File: src/rtl/calculator_pkg.sv
// Shared digit type, sizes and active-low seven-segment encodings
// for the calculator display path.
package calculator_pkg;

    localparam int DIGITS = 4;
    localparam int VAL_W  = 14;
    localparam logic [VAL_W-1:0] MAX_SHOWN = 14'd9999;

    typedef logic [3:0] bcd_t;
    typedef logic [6:0] seg_t;

    typedef struct packed {
        bcd_t [DIGITS-1:0] digit;
        logic              over;
    } bcd_result_t;

    // Bit order {g,f,e,d,c,b,a}, 0 lights a segment
    localparam seg_t SEG_0     = 7'h40;
    localparam seg_t SEG_1     = 7'h79;
    localparam seg_t SEG_2     = 7'h24;
    localparam seg_t SEG_3     = 7'h30;
    localparam seg_t SEG_4     = 7'h19;
    localparam seg_t SEG_5     = 7'h12;
    localparam seg_t SEG_6     = 7'h02;
    localparam seg_t SEG_7     = 7'h78;
    localparam seg_t SEG_8     = 7'h00;
    localparam seg_t SEG_9     = 7'h10;
    localparam seg_t SEG_E     = 7'h06;
    localparam seg_t SEG_R     = 7'h2F;
    localparam seg_t SEG_DASH  = 7'h3F;
    localparam seg_t SEG_BLANK = 7'h7F;

    function automatic seg_t seg_of(bcd_t d);
        seg_t s;
        case (d)
            4'd0:    s = SEG_0;
            4'd1:    s = SEG_1;
            4'd2:    s = SEG_2;
            4'd3:    s = SEG_3;
            4'd4:    s = SEG_4;
            4'd5:    s = SEG_5;
            4'd6:    s = SEG_6;
            4'd7:    s = SEG_7;
            4'd8:    s = SEG_8;
            4'd9:    s = SEG_9;
            default: s = SEG_BLANK;
        endcase
        return s;
    endfunction

    function automatic seg_t err_seg(logic [1:0] idx);
        seg_t s;
        case (idx)
            2'd3:    s = SEG_E;
            2'd2:    s = SEG_R;
            2'd1:    s = SEG_R;
            default: s = SEG_BLANK;
        endcase
        return s;
    endfunction

endpackage

File: src/rtl/calculator_bin2bcd.sv
// Sequential double-dabble: one shift per cycle, VAL_W cycles per value.
// Result registers only change when a conversion completes.
module calculator_bin2bcd
    import calculator_pkg::*;
(
    input  logic             clk,
    input  logic             reset,
    input  logic             start,
    input  logic [VAL_W-1:0] value,
    output logic             busy,
    output bcd_result_t      res
);

    localparam logic [3:0] LAST_STEP = 4'(VAL_W - 1);

    logic [VAL_W-1:0]    bin_q;
    logic [4*DIGITS-1:0] bcd_q;
    logic [4*DIGITS-1:0] bcd_adj;
    logic [4*DIGITS-1:0] bcd_nxt;
    logic [3:0]          step_q;
    logic                over_q;
    logic                busy_q;
    bcd_result_t         res_q;

    always_comb begin
        bcd_adj = bcd_q;
        for (int i = 0; i < DIGITS; i++) begin
            if (bcd_q[4*i +: 4] > 4'd4)
                bcd_adj[4*i +: 4] = bcd_q[4*i +: 4] + 4'd3;
        end
    end

    assign bcd_nxt = {bcd_adj[4*DIGITS-2:0], bin_q[VAL_W-1]};

    always_ff @(posedge clk or negedge reset) begin
        if (!reset) begin
            bin_q  <= '0;
            bcd_q  <= '0;
            step_q <= '0;
            over_q <= 1'b0;
            busy_q <= 1'b0;
            res_q  <= '0;
        end else if (busy_q) begin
            bin_q  <= bin_q << 1;
            bcd_q  <= bcd_nxt;
            step_q <= step_q + 4'd1;
            if (step_q == LAST_STEP) begin
                busy_q      <= 1'b0;
                res_q.digit <= bcd_nxt;
                res_q.over  <= over_q;
            end
        end else if (start) begin
            bin_q  <= value;
            bcd_q  <= '0;
            step_q <= '0;
            over_q <= (value > MAX_SHOWN);
            busy_q <= 1'b1;
        end
    end

    assign busy = busy_q;
    assign res  = res_q;

endmodule

File: src/rtl/calculator_output.sv
// Four-digit multiplexed seven-segment driver for calculator results.
// Define CALC_OUTPUT_BLANK_EN to blank leading zero digits.
module calculator_output
    import calculator_pkg::*;
#(
    parameter int REFRESH_DIV = 50000
) (
    input  logic             clk,
    input  logic             reset,
    input  logic [VAL_W-1:0] value_in,
    input  logic             value_valid,
    input  logic             error_in,
    output logic             busy,
    output logic [6:0]       seg,
    output logic [3:0]       an
);

`ifdef CALC_OUTPUT_BLANK_EN
    localparam bit BLANK_EN = 1'b1;
`else
    localparam bit BLANK_EN = 1'b0;
`endif

    localparam int CNT_W = (REFRESH_DIV > 1) ? $clog2(REFRESH_DIV) : 1;
    localparam logic [CNT_W-1:0] TICK_LAST = CNT_W'(REFRESH_DIV - 1);

    bcd_result_t      res;
    logic [CNT_W-1:0] tick_q;
    logic [1:0]       idx_q;
    bcd_t             cur;
    logic             z1, z2, z3;
    logic             lead_zero;
    logic             show_err, show_dash, show_blank, show_digit;
    seg_t             seg_d;
    logic [3:0]       an_d;

    calculator_bin2bcd u_bin2bcd (
        .clk   (clk),
        .reset (reset),
        .start (value_valid & ~busy),
        .value (value_in),
        .busy  (busy),
        .res   (res)
    );

    always_ff @(posedge clk or negedge reset) begin
        if (!reset) begin
            tick_q <= '0;
            idx_q  <= 2'd0;
        end else if (tick_q == TICK_LAST) begin
            tick_q <= '0;
            idx_q  <= idx_q + 2'd1;
        end else begin
            tick_q <= tick_q + 1'b1;
        end
    end

    assign cur = res.digit[idx_q];
    assign z3  = (res.digit[3] == 4'd0);
    assign z2  = z3 && (res.digit[2] == 4'd0);
    assign z1  = z2 && (res.digit[1] == 4'd0);

    // Digit 0 is never a leading zero, so a zero value still shows "0"
    always_comb begin
        lead_zero = 1'b0;
        case (idx_q)
            2'd1:    lead_zero = z1;
            2'd2:    lead_zero = z2;
            2'd3:    lead_zero = z3;
            default: lead_zero = 1'b0;
        endcase
    end

    assign show_err   = error_in;
    assign show_dash  = ~error_in & res.over;
    assign show_blank = ~error_in & ~res.over & BLANK_EN & lead_zero;
    assign show_digit = ~show_err & ~show_dash & ~show_blank;

    always_comb begin
        seg_d = SEG_BLANK;
        unique case (1'b1)
            show_err:   seg_d = err_seg(idx_q);
            show_dash:  seg_d = SEG_DASH;
            show_blank: seg_d = SEG_BLANK;
            show_digit: seg_d = seg_of(cur);
            default:    seg_d = SEG_BLANK;
        endcase
    end

    assign an_d = ~(4'b0001 << idx_q);

    always_ff @(posedge clk or negedge reset) begin
        if (!reset) begin
            seg <= SEG_BLANK;
            an  <= 4'hF;
        end else begin
            seg <= seg_d;
            an  <= an_d;
        end
    end

endmodule

File: config.mk
export PLATFORM = sky130hd
export DESIGN_NAME = calculator_output
export DESIGN_NICKNAME = d
export VERILOG_FILES = /design/src/rtl/calculator_pkg.sv /design/src/rtl/calculator_bin2bcd.sv /design/src/rtl/calculator_output.sv
export SDC_FILE = /design/constraint.sdc
export NUM_CORES = 1
export LEC_CHECK = 0
export CORE_ASPECT_RATIO = 1.25
export CORE_MARGIN = 2
export CORE_UTILIZATION = 40
export DETAILED_ROUTE_END_ITERATION = 8
export PLACE_DENSITY_LB_ADDON = 0.12
export SYNTH_ARGS = -nofsm -noshare
export SYNTH_HDL_FRONTEND = slang
export SYNTH_SLANG_ARGS = --single-unit
export TNS_END_PERCENT = 100
File: constraint.sdc
create_clock -name clk -period 2.1 [get_ports clk]
set_input_delay 0.315 -clock clk [delete_from_list [all_inputs] [get_ports clk]]
set_output_delay 0.315 -clock clk [all_outputs]
set_load 0.03 [all_outputs]
==> impl_metrics.sql, run 1 <==
INSERT INTO impl_metrics (metric_group, metric, value, unit) VALUES
('detailed_routing', 'detailed_router_iteration_count_before_antenna_repair', '4', ''),
('yosys', 'register_area_share_after_synthesis', '0.506', ''),
('worst_setup_path', 'worst-path-max-fanout', '4', ''),
('global_route', 'grt.met1_usage', '0.195', ''),
('timing', 'final-max-slew-violation-count', '0', ''),
('timing', 'slew_headroom', '0.722', ''),
('placed_design', 'place_ws', '0.192', 'ns'),
('global_route', 'grt_pass1_vias', '2780', ''),
('power_and_ir_drop', 'cellInternalPower', '4.00', 'mW'),
('yosys', 'async_set_or_reset_flop_fraction_in_the_synthesized_netlist', '1.00', ''),
('detailed_routing', 'remaining_drc_errors', '0', ''),
('yosys', 'post_synth_xor_area_fraction', '0.0429', ''),
('clock_network', 'clock_latency_late_sink', '0.34', 'ns'),
('yosys', 'post_synthesis_mux_area_share', '0.109', ''),
('clock_network', 'clkSinkCount', '82', ''),
('die', 'design.core.area', '0.0100', 'sq mm'),
('placed_design', 'finalWeightedCongestion', '0.833', ''),
('cells_and_area', 'seqCellArea', '0.00207', 'sq mm'),
('status', 'outcome', 'finished, final reports clean', ''),
('yosys', 'synth_warnings', '0', ''),
('detailed_routing', 'wl_per_cell', '13.6', 'microns'),
('die', 'die-width', '94.4', 'microns'),
('yosys', 'proportion_of_netlist_area_held_by_the_largest_area_contributor', '0.435', ''),
('yosys', 'avgSynthCellArea', '10.7', 'sq um'),
('placed_design', 'portBuffers', '29', ''),
('yosys', 'synth.largest_area_cell', 'sky130_fd_sc_hd__dfrtp_1', ''),
('cells_and_area', 'multi_input_area', '0.00184', 'sq mm'),
('clock_network', 'max-clock-path-buffers', '2', ''),
('timing', 'worst-slew-pin-transition', '0.417', 'ns'),
('worst_setup_path', 'critical_path.slowest_cell', 'sky130_fd_sc_hd__mux4_1', ''),
('worst_setup_path', 'delay_of_the_slowest_cell_on_the_worst_path', '0.64', 'ns'),
('timing', 'finalClockSkew', '0.00740', 'ns'),
('worst_setup_path', 'worstSetupPathType', 'register to register', ''),
('yosys', 'post_synth_edffs', '0', ''),
('global_route', 'largest_net_degree_at_the_start_of_global_routing', '39', ''),
('yosys', 'synth_ff_type', 'sky130_fd_sc_hd__dfrtp_1', ''),
('timing', 'maxClockFrequency', '521', 'MHz'),
('worst_setup_path', 'cp_data_arrival_time', '2.16', 'ns'),
('worst_setup_path', 'worst-endpoint-required', '2.34', 'ns'),
('global_route', 'grt_antenna_before_repair', '0', ''),
('worst_setup_path', 'critical_path.cell_chain', 'mux4_1 -> ha_1 -> inv_1 -> nor2_4 -> a2111oi_4 -> a221oi_1', ''),
('power_and_ir_drop', 'swShare', '0.344', ''),
('die', 'design.portCount', '30', ''),
('die', 'die_height', '117', 'microns'),
('detailed_routing', 'viasPerCell', '4.98', ''),
('power_and_ir_drop', 'ir_drop', '498', 'uV'),
('global_route', 'gr-usage-all-layers', '0.154', ''),
('clock_network', 'clock_tree.htree_level_count', '3', ''),
('timing', 'fin_setup_tns', '0', 'ns'),
('cells_and_area', 'utilization', '0.485', ''),
('power_and_ir_drop', 'leakagePower', '2.23', 'nW'),
('global_route', 'wire_length_of_the_first_global_routing_pass', '13100', 'microns'),
('detailed_routing', 'detail_route.iter0.violations', '92', ''),
('yosys', 'syn-num-nets', '417', ''),
('detailed_routing', 'postRouteAntennaNets', '0', ''),
('detailed_routing', 'via_count', '2747', ''),
('timing', 'finalCriticalPeriod', '1.92', 'ns'),
('global_route', 'groute.layer.met3.usage', '0.0307', ''),
('timing', 'number_of_endpoints_failing_setup_at_the_final_stage', '0', ''),
('global_route', 'met2_usage', '0.253', ''),
('yosys', 'flip_flop_and_latch_count_after_synthesis', '82', ''),
('power_and_ir_drop', 'power.density', '1260', 'mW/mm^2'),
('yosys', 'synth.distinct_cells', '43', ''),
('clock_network', 'cts.repair_timing.setup_buffer_count', '0', ''),
('timing', 'timing.final.ws_setup', '0.180', 'ns'),
('power_and_ir_drop', 'logic_gate_share_of_total_power', '0.366', ''),
('yosys', 'synth_compound_gate_area_share', '0.110', ''),
('flow_run', 'cap_viol_max_count', '0', ''),
('power_and_ir_drop', 'power.sequential.fraction', '0.400', ''),
('clock_network', 'clock_tree_from_tritoncts', 'done', ''),
('yosys', 'mappedNetlistArea', '0.00409', 'sq mm');
synthesized netlist by cell type, types with 2 or more instances:
library cell and instances:
sky130_fd_sc_hd__buf_6 2, sky130_fd_sc_hd__ha_1 18, sky130_fd_sc_hd__nor2b_1 2, sky130_fd_sc_hd__nor2_1 24, sky130_fd_sc_hd__inv_1 25, sky130_fd_sc_hd__buf_2 3
sky130_fd_sc_hd__nor4_1 2, sky130_fd_sc_hd__nand3_1 10, sky130_fd_sc_hd__a21oi_1 10, sky130_fd_sc_hd__nand2_1 36, sky130_fd_sc_hd__mux4_2 3, sky130_fd_sc_hd__xor2_1 9
sky130_fd_sc_hd__a22o_1 4, sky130_fd_sc_hd__o31ai_1 7, sky130_fd_sc_hd__and2_1 5, sky130_fd_sc_hd__o21ai_0 34, sky130_fd_sc_hd__mux2i_1 26, sky130_fd_sc_hd__nand2b_1 12
sky130_fd_sc_hd__nor3_1 4, sky130_fd_sc_hd__dfrtp_1 71, sky130_fd_sc_hd__dfstp_2 11, sky130_fd_sc_hd__nor3b_1 3, sky130_fd_sc_hd__a221oi_1 3, sky130_fd_sc_hd__mux2_2 8
sky130_fd_sc_hd__buf_1 3, sky130_fd_sc_hd__a21o_1 6, sky130_fd_sc_hd__xnor2_1 11, sky130_fd_sc_hd__nand4_1 4, sky130_fd_sc_hd__clkbuf_1 9, sky130_fd_sc_hd__and3_1 3
power groups by stage:
stage,registers (mW),clock network [mW],logic [mW]
after global placement,2.46,0,2.23
final,2.44,1.42,2.24
after CTS,2.45,1.48,2.27
after detailed placement,2.47,0,2.26
after global routing,2.51,1.55,2.57
after floorplan,2.48,0,1.64
flip-flops by register name, indices dropped and copies added (netlist names):
signal and cells:
u_bin2bcd.bcd_q 16, tick_q 16, u_bin2bcd.bin_q 14, an 4
u_bin2bcd.busy 1, u_bin2bcd.step_q 4, idx_q 2, seg 7
u_bin2bcd.res 17, u_bin2bcd.over_q 1
metal layers:
metal / routed length, microns / part of all wire
met5: 0 / 0
met4: 172 / 0.023
met3: 187 / 0.025
met2: 3720 / 0.50
met1: 3420 / 0.46
worst max-delay path: cells and delay by family (launching register included):
family	cells	cell delay, ns
buffers and inverters	1	0.09
AND/OR/NAND/NOR	1	0.05
AO/OA/AOI/OAI	2	0.40
flip-flops	1	0.41
adder cells (fa/ha/maj)	1	0.23
multiplexers	1	0.64
cell families (layout without fill, tap and decap cells):
group | Yosys count | in the layout
buf+inv | 42 | 84
compound gates | 69 | 69
xor+xnor | 20 | 20
simple gates | 112 | 112
fa+ha+maj | 18 | 18
flops | 82 | 82
mux | 38 | 38
layout by cell type, fill, tap and decap left out, types with 2 or more instances in the layout:
cell,synthesis,final
sky130_fd_sc_hd__a21o_1,6,6
sky130_fd_sc_hd__a21oi_1,10,10
sky130_fd_sc_hd__a221oi_1,3,3
sky130_fd_sc_hd__a22o_1,4,4
sky130_fd_sc_hd__and2_1,5,5
sky130_fd_sc_hd__and3_1,3,3
sky130_fd_sc_hd__buf_12,0,2
sky130_fd_sc_hd__buf_4,0,13
sky130_fd_sc_hd__clkbuf_1,9,4
sky130_fd_sc_hd__clkbuf_16,0,9
sky130_fd_sc_hd__clkdlybuf4s50_1,0,27
sky130_fd_sc_hd__dfrtp_1,71,70
sky130_fd_sc_hd__dfstp_2,11,11
sky130_fd_sc_hd__ha_1,18,18
sky130_fd_sc_hd__inv_1,25,25
sky130_fd_sc_hd__mux2_2,8,8
sky130_fd_sc_hd__mux2i_1,26,26
sky130_fd_sc_hd__mux4_2,3,3
sky130_fd_sc_hd__nand2_1,36,36
sky130_fd_sc_hd__nand2b_1,12,12
sky130_fd_sc_hd__nand3_1,10,10
sky130_fd_sc_hd__nand4_1,4,4
sky130_fd_sc_hd__nor2_1,24,24
sky130_fd_sc_hd__nor2b_1,2,2
sky130_fd_sc_hd__nor3_1,4,4
sky130_fd_sc_hd__nor3b_1,3,3
sky130_fd_sc_hd__nor4_1,2,2
sky130_fd_sc_hd__o21ai_0,34,34
sky130_fd_sc_hd__o31ai_1,7,7
sky130_fd_sc_hd__xnor2_1,11,11
sky130_fd_sc_hd__xor2_1,9,9
final timing paths:
check	startpoint	endpoint	slack, ns	cells after the start
max	idx_q[0]$_DFFE_PN0N_	seg[0]$_DFF_PN1_	0.18	6
min	reset	tick_q[7]$_DFF_PN0_	0.45	2
max reg2reg	idx_q[0]$_DFFE_PN0N_	seg[0]$_DFF_PN1_	0.18	6
min reg2reg	tick_q[0]$_DFF_PN0_	tick_q[0]$_DFF_PN0_	0.45	1
max in group asynchronous	reset	seg[2]$_DFF_PN1_	1.02	3
min in group clk	tick_q[0]$_DFF_PN0_	tick_q[0]$_DFF_PN0_	0.45	1
through the flow:
step | hold WS, ns | power (mW) | std cells | area, sq um
3_5_place_dp | 0.283 | 4.73 | 535 | 4570
3_3_place_gp | 0.284 | 4.68 | 535 | 4570
6_report | 0.447 | 6.10 | 552 | 4850
5_1_grt | 0.466 | 6.64 | 552 | 4850
2_1_floorplan | 0.0194 | 4.12 | 381 | 4090
4_1_cts | 0.454 | 6.20 | 552 | 4850
final cells by class:
| cell class | count | share of cell area |
|---|---|---|
| Sequential cell | 82 | 0.426 |
| Multi-Input combinational cell | 257 | 0.380 |
| Timing Repair Buffer | 43 | 0.0862 |
| Clock buffer | 14 | 0.0524 |
| Tap cell | 129 | 0.0333 |
| Inverter | 25 | 0.0193 |
| Clock inverter | 2 | 0.00258 |
timing repair:
item                                   4_1_cts  5_1_grt
endpoints found under the hold margin       28        0
resized for setup                            0        0
hold buffers                                 1        0
(Power assumes the default switching activity.)
==> run 2, diff against run 1 <==
- CTS_BUF_LIST: default -> sky130_fd_sc_hd__clkbuf_16
- CTS_CLUSTER_SIZE: default -> 16
- SKIP_CTS_REPAIR_TIMING: default -> 1
==> impl_metrics.sql, run 2 (synthesis gave the netlist of run 1 again) <==
INSERT INTO impl_metrics (metric_group, metric, value, unit) VALUES
('clock_network', 'clkSinkCount', '82', ''),
('global_route', 'wire_length_of_the_first_global_routing_pass', '13100', 'microns'),
('worst_setup_path', 'worstSetupEndpointType', 'register', ''),
('status', 'outcome', 'finished, final reports clean', ''),
('power_and_ir_drop', 'leakagePower', '2.24', 'nW'),
('placed_design', 'place_ws', '0.192', 'ns'),
('cells_and_area', 'final_cell_area', '0.00484', 'sq mm'),
('clock_network', 'inserted_clock_buffers', '9', ''),
('timing', 'timing.final.ws_setup', '0.188', 'ns'),
('timing', 'number_of_endpoints_failing_setup_at_the_final_stage', '0', ''),
('detailed_routing', 'wl_per_cell', '13.6', 'microns'),
('cells_and_area', 'utilization', '0.484', ''),
('detailed_routing', 'detailed_router_iteration_count_before_antenna_repair', '4', ''),
('timing', 'final-max-slew-violation-count', '0', ''),
('timing', 'slew_headroom', '0.721', ''),
('detailed_routing', 'via_count', '2739', ''),
('timing', 'finalClockSkew', '0.00637', 'ns'),
('global_route', 'grt_antenna_before_repair', '0', ''),
('die', 'die-area', '0.0110', 'sq mm'),
('die', 'design.portCount', '30', ''),
('cells_and_area', 'stdcell_count', '552', ''),
('timing', 'rsz_0062_raised_after_global_routing', 'no', ''),
('global_route', 'gr-usage-all-layers', '0.154', ''),
('timing', 'maxClockFrequency', '523', 'MHz'),
('cells_and_area', 'number_of_flip_flops_under_the_largest_register_name', '17', ''),
('timing', 'fin_setup_tns', '0', 'ns'),
('power_and_ir_drop', 'power.sequential.fraction', '0.404', ''),
('die', 'design.core.area', '0.0100', 'sq mm'),
('clock_network', 'cts_root_buf', 'sky130_fd_sc_hd__clkbuf_16', ''),
('worst_setup_path', 'worst-endpoint-required', '2.35', 'ns'),
('worst_setup_path', 'worstSetupPathType', 'register to register', ''),
('power_and_ir_drop', 'ir_drop', '491', 'uV'),
('worst_setup_path', 'cp_data_arrival_time', '2.16', 'ns'),
('cells_and_area', 'layout-area-overhead-vs-synth', '18.5', '%'),
('cells_and_area', 'antenna_cells_inserted', '0', ''),
('worst_setup_path', 'critical_path.cell_chain', 'mux4_1 -> ha_1 -> inv_1 -> nor2_4 -> a2111oi_4 -> a221oi_1', ''),
('detailed_routing', 'overall_routed_net_length', '7480', 'microns'),
('min_path', 'hold_class', 'input pin to asynchronous set/reset pin', ''),
('clock_network', 'clock_latency_late_sink', '0.34', 'ns'),
('placed_design', 'finalWeightedCongestion', '0.833', ''),
('placed_design', 'dp_hpwl', '5320', 'microns'),
('worst_setup_path', 'critical_path.slowest_cell', 'sky130_fd_sc_hd__mux4_1', ''),
('detailed_routing', 'detail_route.iter0.violations', '114', ''),
('worst_setup_path', 'combined_buffer_and_inverter_count_along_the_critical_path', '1', ''),
('placed_design', 'placement.cell_area', '0.00457', 'sq mm'),
('detailed_routing', 'remaining_drc_errors', '0', ''),
('die', 'placement_rows', '41', ''),
('clock_network', 'clock_tree.htree_level_count', '3', ''),
('detailed_routing', 'postRouteAntennaNets', '0', ''),
('clock_network', 'clock_tree_from_tritoncts', 'done', ''),
('power_and_ir_drop', 'logic_gate_share_of_total_power', '0.369', ''),
('power_and_ir_drop', 'power', '6.04', 'mW'),
('cells_and_area', 'filler_cell_count', '919', ''),
('global_route', 'globalRoute.totalOverflow', '0', ''),
('cells_and_area', 'seqCellArea', '0.00207', 'sq mm'),
('power_and_ir_drop', 'clock_power_share', '0.227', ''),
('worst_setup_path', 'path_delay_family', 'multiplexers', ''),
('flow_run', 'cap_viol_max_count', '0', ''),
('global_route', 'largest_net_degree_at_the_start_of_global_routing', '39', ''),
('cells_and_area', 'mostFrequentLayoutCells', 'sky130_fd_sc_hd__dfrtp_1, sky130_fd_sc_hd__nand2_1, sky130_fd_sc_hd__o21ai_0', ''),
('power_and_ir_drop', 'cellInternalPower', '3.95', 'mW'),
('clock_network', 'max-clock-path-buffers', '2', ''),
('cells_and_area', 'fraction_of_layout_cells_with_a_size_suffix_above_1', '0.130', ''),
('placed_design', 'portBuffers', '29', ''),
('timing', 'finalHoldWorstSlack', '0.447', 'ns'),
('worst_setup_path', 'r2r_start', 'idx_q[0]$_DFFE_PN0N_', ''),
('timing', 'finalCriticalPeriod', '1.91', 'ns'),
('detailed_routing', 'viasPerCell', '4.96', ''),
('clock_network', 'clock_transition_at_path_regs', '0.06', 'ns'),
('die', 'initial_utilization', '0.408', ''),
('cells_and_area', 'leading_cell_type_in_the_layout_fill_and_taps_excluded', 'sky130_fd_sc_hd__dfrtp_1', ''),
('worst_setup_path', 'worst-path-max-fanout', '4', ''),
('global_route', 'grt_pass1_vias', '2783', ''),
('die', 'die-width', '94.4', 'microns'),
('die', 'die_height', '117', 'microns'),
('worst_setup_path', 'crit_path_start', 'idx_q[0]$_DFFE_PN0N_', ''),
('power_and_ir_drop', 'swShare', '0.347', ''),
('power_and_ir_drop', 'power.net_switching', '2.10', 'mW'),
('timing', 'finalHoldViolCount', '0', ''),
('timing', 'worst-slew-pin-transition', '0.419', 'ns'),
('timing', 'post-route-period-util', '0.910', ''),
('placed_design', 'placedCellCount', '535', ''),
('power_and_ir_drop', 'power.density', '1250', 'mW/mm^2'),
('cells_and_area', 'design.final.nets', '454', ''),
('worst_setup_path', 'delay_of_the_slowest_cell_on_the_worst_path', '0.64', 'ns'),
('worst_setup_path', 'worstSetupStartpointType', 'register', ''),
('cells_and_area', 'multi_input_area', '0.00184', 'sq mm');
[run 2: power by group through the flow]
stage	sequential (mW)	combinational, mW	clock [mW]
finish	2.44	2.23	1.37
global route	2.51	2.57	1.50
CTS	2.45	2.27	1.42
detailed placement	2.47	2.26	0
global placement	2.46	2.23	0
floorplan	2.48	1.64	0
[run 2: worst paths after layout]
| kind | to | slack, ns | cells after the start |
|---|---|---|---|
| max reg2reg | seg[0]$_DFF_PN1_ | 0.19 | 6 |
| max in group asynchronous | seg[2]$_DFF_PN1_ | 1.02 | 3 |
| min | tick_q[7]$_DFF_PN0_ | 0.45 | 2 |
| min reg2reg | tick_q[0]$_DFF_PN0_ | 0.45 | 1 |
| min in group clk | tick_q[0]$_DFF_PN0_ | 0.45 | 1 |
| max | seg[0]$_DFF_PN1_ | 0.19 | 6 |
[run 2: worst reg2reg max path: cells and delay by family (launching register included)]
| kind | cells | cell delay [ns] |
|---|---|---|
| flops | 1 | 0.41 |
| compound gates | 2 | 0.39 |
| buf+inv | 1 | 0.09 |
| fa+ha+maj | 1 | 0.23 |
| simple gates | 1 | 0.05 |
| mux | 1 | 0.64 |
[run 2: area by class of cell]
class | count | area share
Clock inverter | 7 | 0.00646
Timing Repair Buffer | 43 | 0.0863
Multi-Input combinational cell | 257 | 0.381
Tap cell | 129 | 0.0334
Sequential cell | 82 | 0.427
Clock buffer | 9 | 0.0465
Inverter | 25 | 0.0194
[run 2: layer usage]
metal  vias up  part of all wire  track usage
li1       1386                 -            -
met1      1312              0.46        0.195
met2        32              0.49        0.252
met3         9             0.028       0.0327
met4         0             0.021       0.0754
met5         -                 0            0
==> run 3, diff against run 2 <==
- PLACE_DENSITY_LB_ADDON: 0.12 -> default
- clock period: 2.1 -> 2.3 ns (I/O delays scaled with it)
==> impl_metrics.sql, run 3 (synthesis gave the netlist of run 1 again) <==
INSERT INTO impl_metrics (metric_group, metric, value, unit) VALUES
('status', 'outcome', 'finished, final reports clean', ''),
('cells_and_area', 'number_of_flip_flops_under_the_largest_register_name', '17', ''),
('detailed_routing', 'via_count', '2715', ''),
('detailed_routing', 'viasPerCell', '4.98', ''),
('cells_and_area', 'layout-area-overhead-vs-synth', '17.3', '%'),
('detailed_routing', 'overall_routed_net_length', '7190', 'microns'),
('cells_and_area', 'leading_cell_type_in_the_layout_fill_and_taps_excluded', 'sky130_fd_sc_hd__dfrtp_1', ''),
('placed_design', 'dp_hpwl', '4960', 'microns'),
('global_route', 'gr-usage-all-layers', '0.148', ''),
('min_path', 'timing.hold.worst.start', 'tick_q[0]$_DFF_PN0_', ''),
('global_route', 'grt_pass1_vias', '2752', ''),
('placed_design', 'finalWeightedCongestion', '0.811', ''),
('die', 'design.core.area', '0.0100', 'sq mm'),
('worst_setup_path', 'r2r_start', 'idx_q[0]$_DFFE_PN0N_', ''),
('clock_network', 'clock_latency_late_sink', '0.33', 'ns'),
('global_route', 'globalRoute.totalOverflow', '0', ''),
('timing', 'finalClockSkew', '0.00544', 'ns'),
('cells_and_area', 'antenna_cells_inserted', '0', ''),
('clock_network', 'clkSinkCount', '82', ''),
('flow_run', 'cap_viol_max_count', '0', ''),
('clock_network', 'clock_tree_from_tritoncts', 'done', ''),
('detailed_routing', 'wl_per_cell', '13.2', 'microns'),
('timing', 'timing.final.ws_setup', '0.308', 'ns'),
('worst_setup_path', 'worstSetupEndpointType', 'register', ''),
('detailed_routing', 'detailed_router_iteration_count_before_antenna_repair', '4', ''),
('die', 'die-area', '0.0110', 'sq mm'),
('die', 'placement_rows', '41', ''),
('cells_and_area', 'utilization', '0.479', ''),
('timing', 'fin_setup_tns', '0', 'ns'),
('timing', 'number_of_endpoints_failing_setup_at_the_final_stage', '0', ''),
('timing', 'post-route-period-util', '0.866', ''),
('clock_network', 'clock_tree.htree_level_count', '3', ''),
('worst_setup_path', 'worstSetupStartpointType', 'register', ''),
('detailed_routing', 'detail_route.iter0.violations', '180', ''),
('detailed_routing', 'remaining_drc_errors', '0', ''),
('power_and_ir_drop', 'power.density', '1140', 'mW/mm^2'),
('worst_setup_path', 'crit_path_start', 'idx_q[0]$_DFFE_PN0N_', ''),
('die', 'die-width', '94.4', 'microns'),
('die', 'initial_utilization', '0.408', ''),
('worst_setup_path', 'worst-endpoint-required', '2.53', 'ns'),
('placed_design', 'portBuffers', '29', ''),
('global_route', 'largest_net_degree_at_the_start_of_global_routing', '63', ''),
('worst_setup_path', 'cp_data_arrival_time', '2.22', 'ns'),
('global_route', 'wire_length_of_the_first_global_routing_pass', '12800', 'microns'),
('timing', 'rsz_0062_raised_after_global_routing', 'no', ''),
('timing', 'slew_headroom', '0.539', ''),
('timing', 'worst-slew-pin-transition', '0.690', 'ns'),
('global_route', 'grt_antenna_before_repair', '0', ''),
('power_and_ir_drop', 'ir_drop', '439', 'uV'),
('timing', 'maxClockFrequency', '502', 'MHz'),
('die', 'design.portCount', '30', ''),
('worst_setup_path', 'worstSetupPathType', 'register to register', ''),
('timing', 'finalCriticalPeriod', '1.99', 'ns'),
('clock_network', 'inserted_clock_buffers', '9', ''),
('timing', 'finalHoldViolCount', '0', ''),
('worst_setup_path', 'worst-path-max-fanout', '9', ''),
('min_path', 'hold_class', 'register to register', ''),
('cells_and_area', 'mostFrequentLayoutCells', 'sky130_fd_sc_hd__dfrtp_1, sky130_fd_sc_hd__nand2_1, sky130_fd_sc_hd__o21ai_0', ''),
('detailed_routing', 'postRouteAntennaNets', '0', ''),
('clock_network', 'cts_root_buf', 'sky130_fd_sc_hd__clkbuf_16', ''),
('cells_and_area', 'design.final.nets', '448', ''),
('clock_network', 'max-clock-path-buffers', '2', ''),
('cells_and_area', 'fraction_of_layout_cells_with_a_size_suffix_above_1', '0.115', ''),
('placed_design', 'place_ws', '0.331', 'ns'),
('power_and_ir_drop', 'leakagePower', '2.21', 'nW'),
('die', 'die_height', '117', 'microns'),
('clock_network', 'clock_transition_at_path_regs', '0.06', 'ns'),
('timing', 'final-max-slew-violation-count', '0', '');
==> run 3: cell types whose count changed in the layout (fill, tap and decap cells not counted), sizes merged <==
cell	previous run	this run
clkinv	2	3
buf	15	8
inv	29	27
clkdlybuf4s50	27	28
==> run 3: final timing paths <==
check                                                  end  slack, ns  cells after the start
min in group asynchronous  u_bin2bcd.step_q[2]$_DFFE_PN0P_       0.48                      2
max in group asynchronous                 seg[4]$_DFF_PN1_       1.16                      3
hold reg to reg                        tick_q[0]$_DFF_PN0_       0.45                      1
setup / recovery                          seg[3]$_DFF_PN1_       0.31                      7
setup reg to reg                          seg[3]$_DFF_PN1_       0.31                      7
hold / removal                         tick_q[0]$_DFF_PN0_       0.45                      1
==> run 3: final cells by class <==
type	instances	area [sq um]
repair buffers	37	375
inverters	25	93.8
clock buffers	9	225
fillers	946	5210
multi-input cells	257	1840
clock inverters	6	27.5
flip-flops and latches	82	2070
well taps	129	161
==> run 3: power breakdown <==
part	switching (mW)	total (mW)	internal, mW
logic	1.08	2.03	0.943
registers	0.291	2.22	1.93
clock network	0.526	1.23	0.707
total	1.90	5.48	3.58
==> run 3: critical path, stage by stage, from the launching register on <==
cell and delay [ns]:
sky130_fd_sc_hd__dfrtp_1 0.44, sky130_fd_sc_hd__mux4_2 0.67, sky130_fd_sc_hd__inv_1 0.17, sky130_fd_sc_hd__ha_1 0.16, sky130_fd_sc_hd__inv_1 0.06, sky130_fd_sc_hd__nor2_4 0.12, sky130_fd_sc_hd__a2111oi_4 0.06, sky130_fd_sc_hd__a221oi_1 0.23
==> run 3: through the flow <==
stage	instances	hold slack, ns	instance area (sq um)	power, mW
finish	545	0.446	4790	5.48
global route	545	0.470	4790	5.93
CTS	544	-0.0650	4780	5.56
detailed placement	529	0.292	4530	4.29
global placement	529	0.296	4530	4.24
floorplan	381	0.0494	4090	3.76
==> run 3: layer usage <==
metal  track usage  up-vias  wire length, microns
li1              -     1374                     -
met3        0.0333        7                   236
met5             0        -                     0
met1         0.192     1295                  3430
met2         0.241       39                  3400
met4        0.0609        0                   118
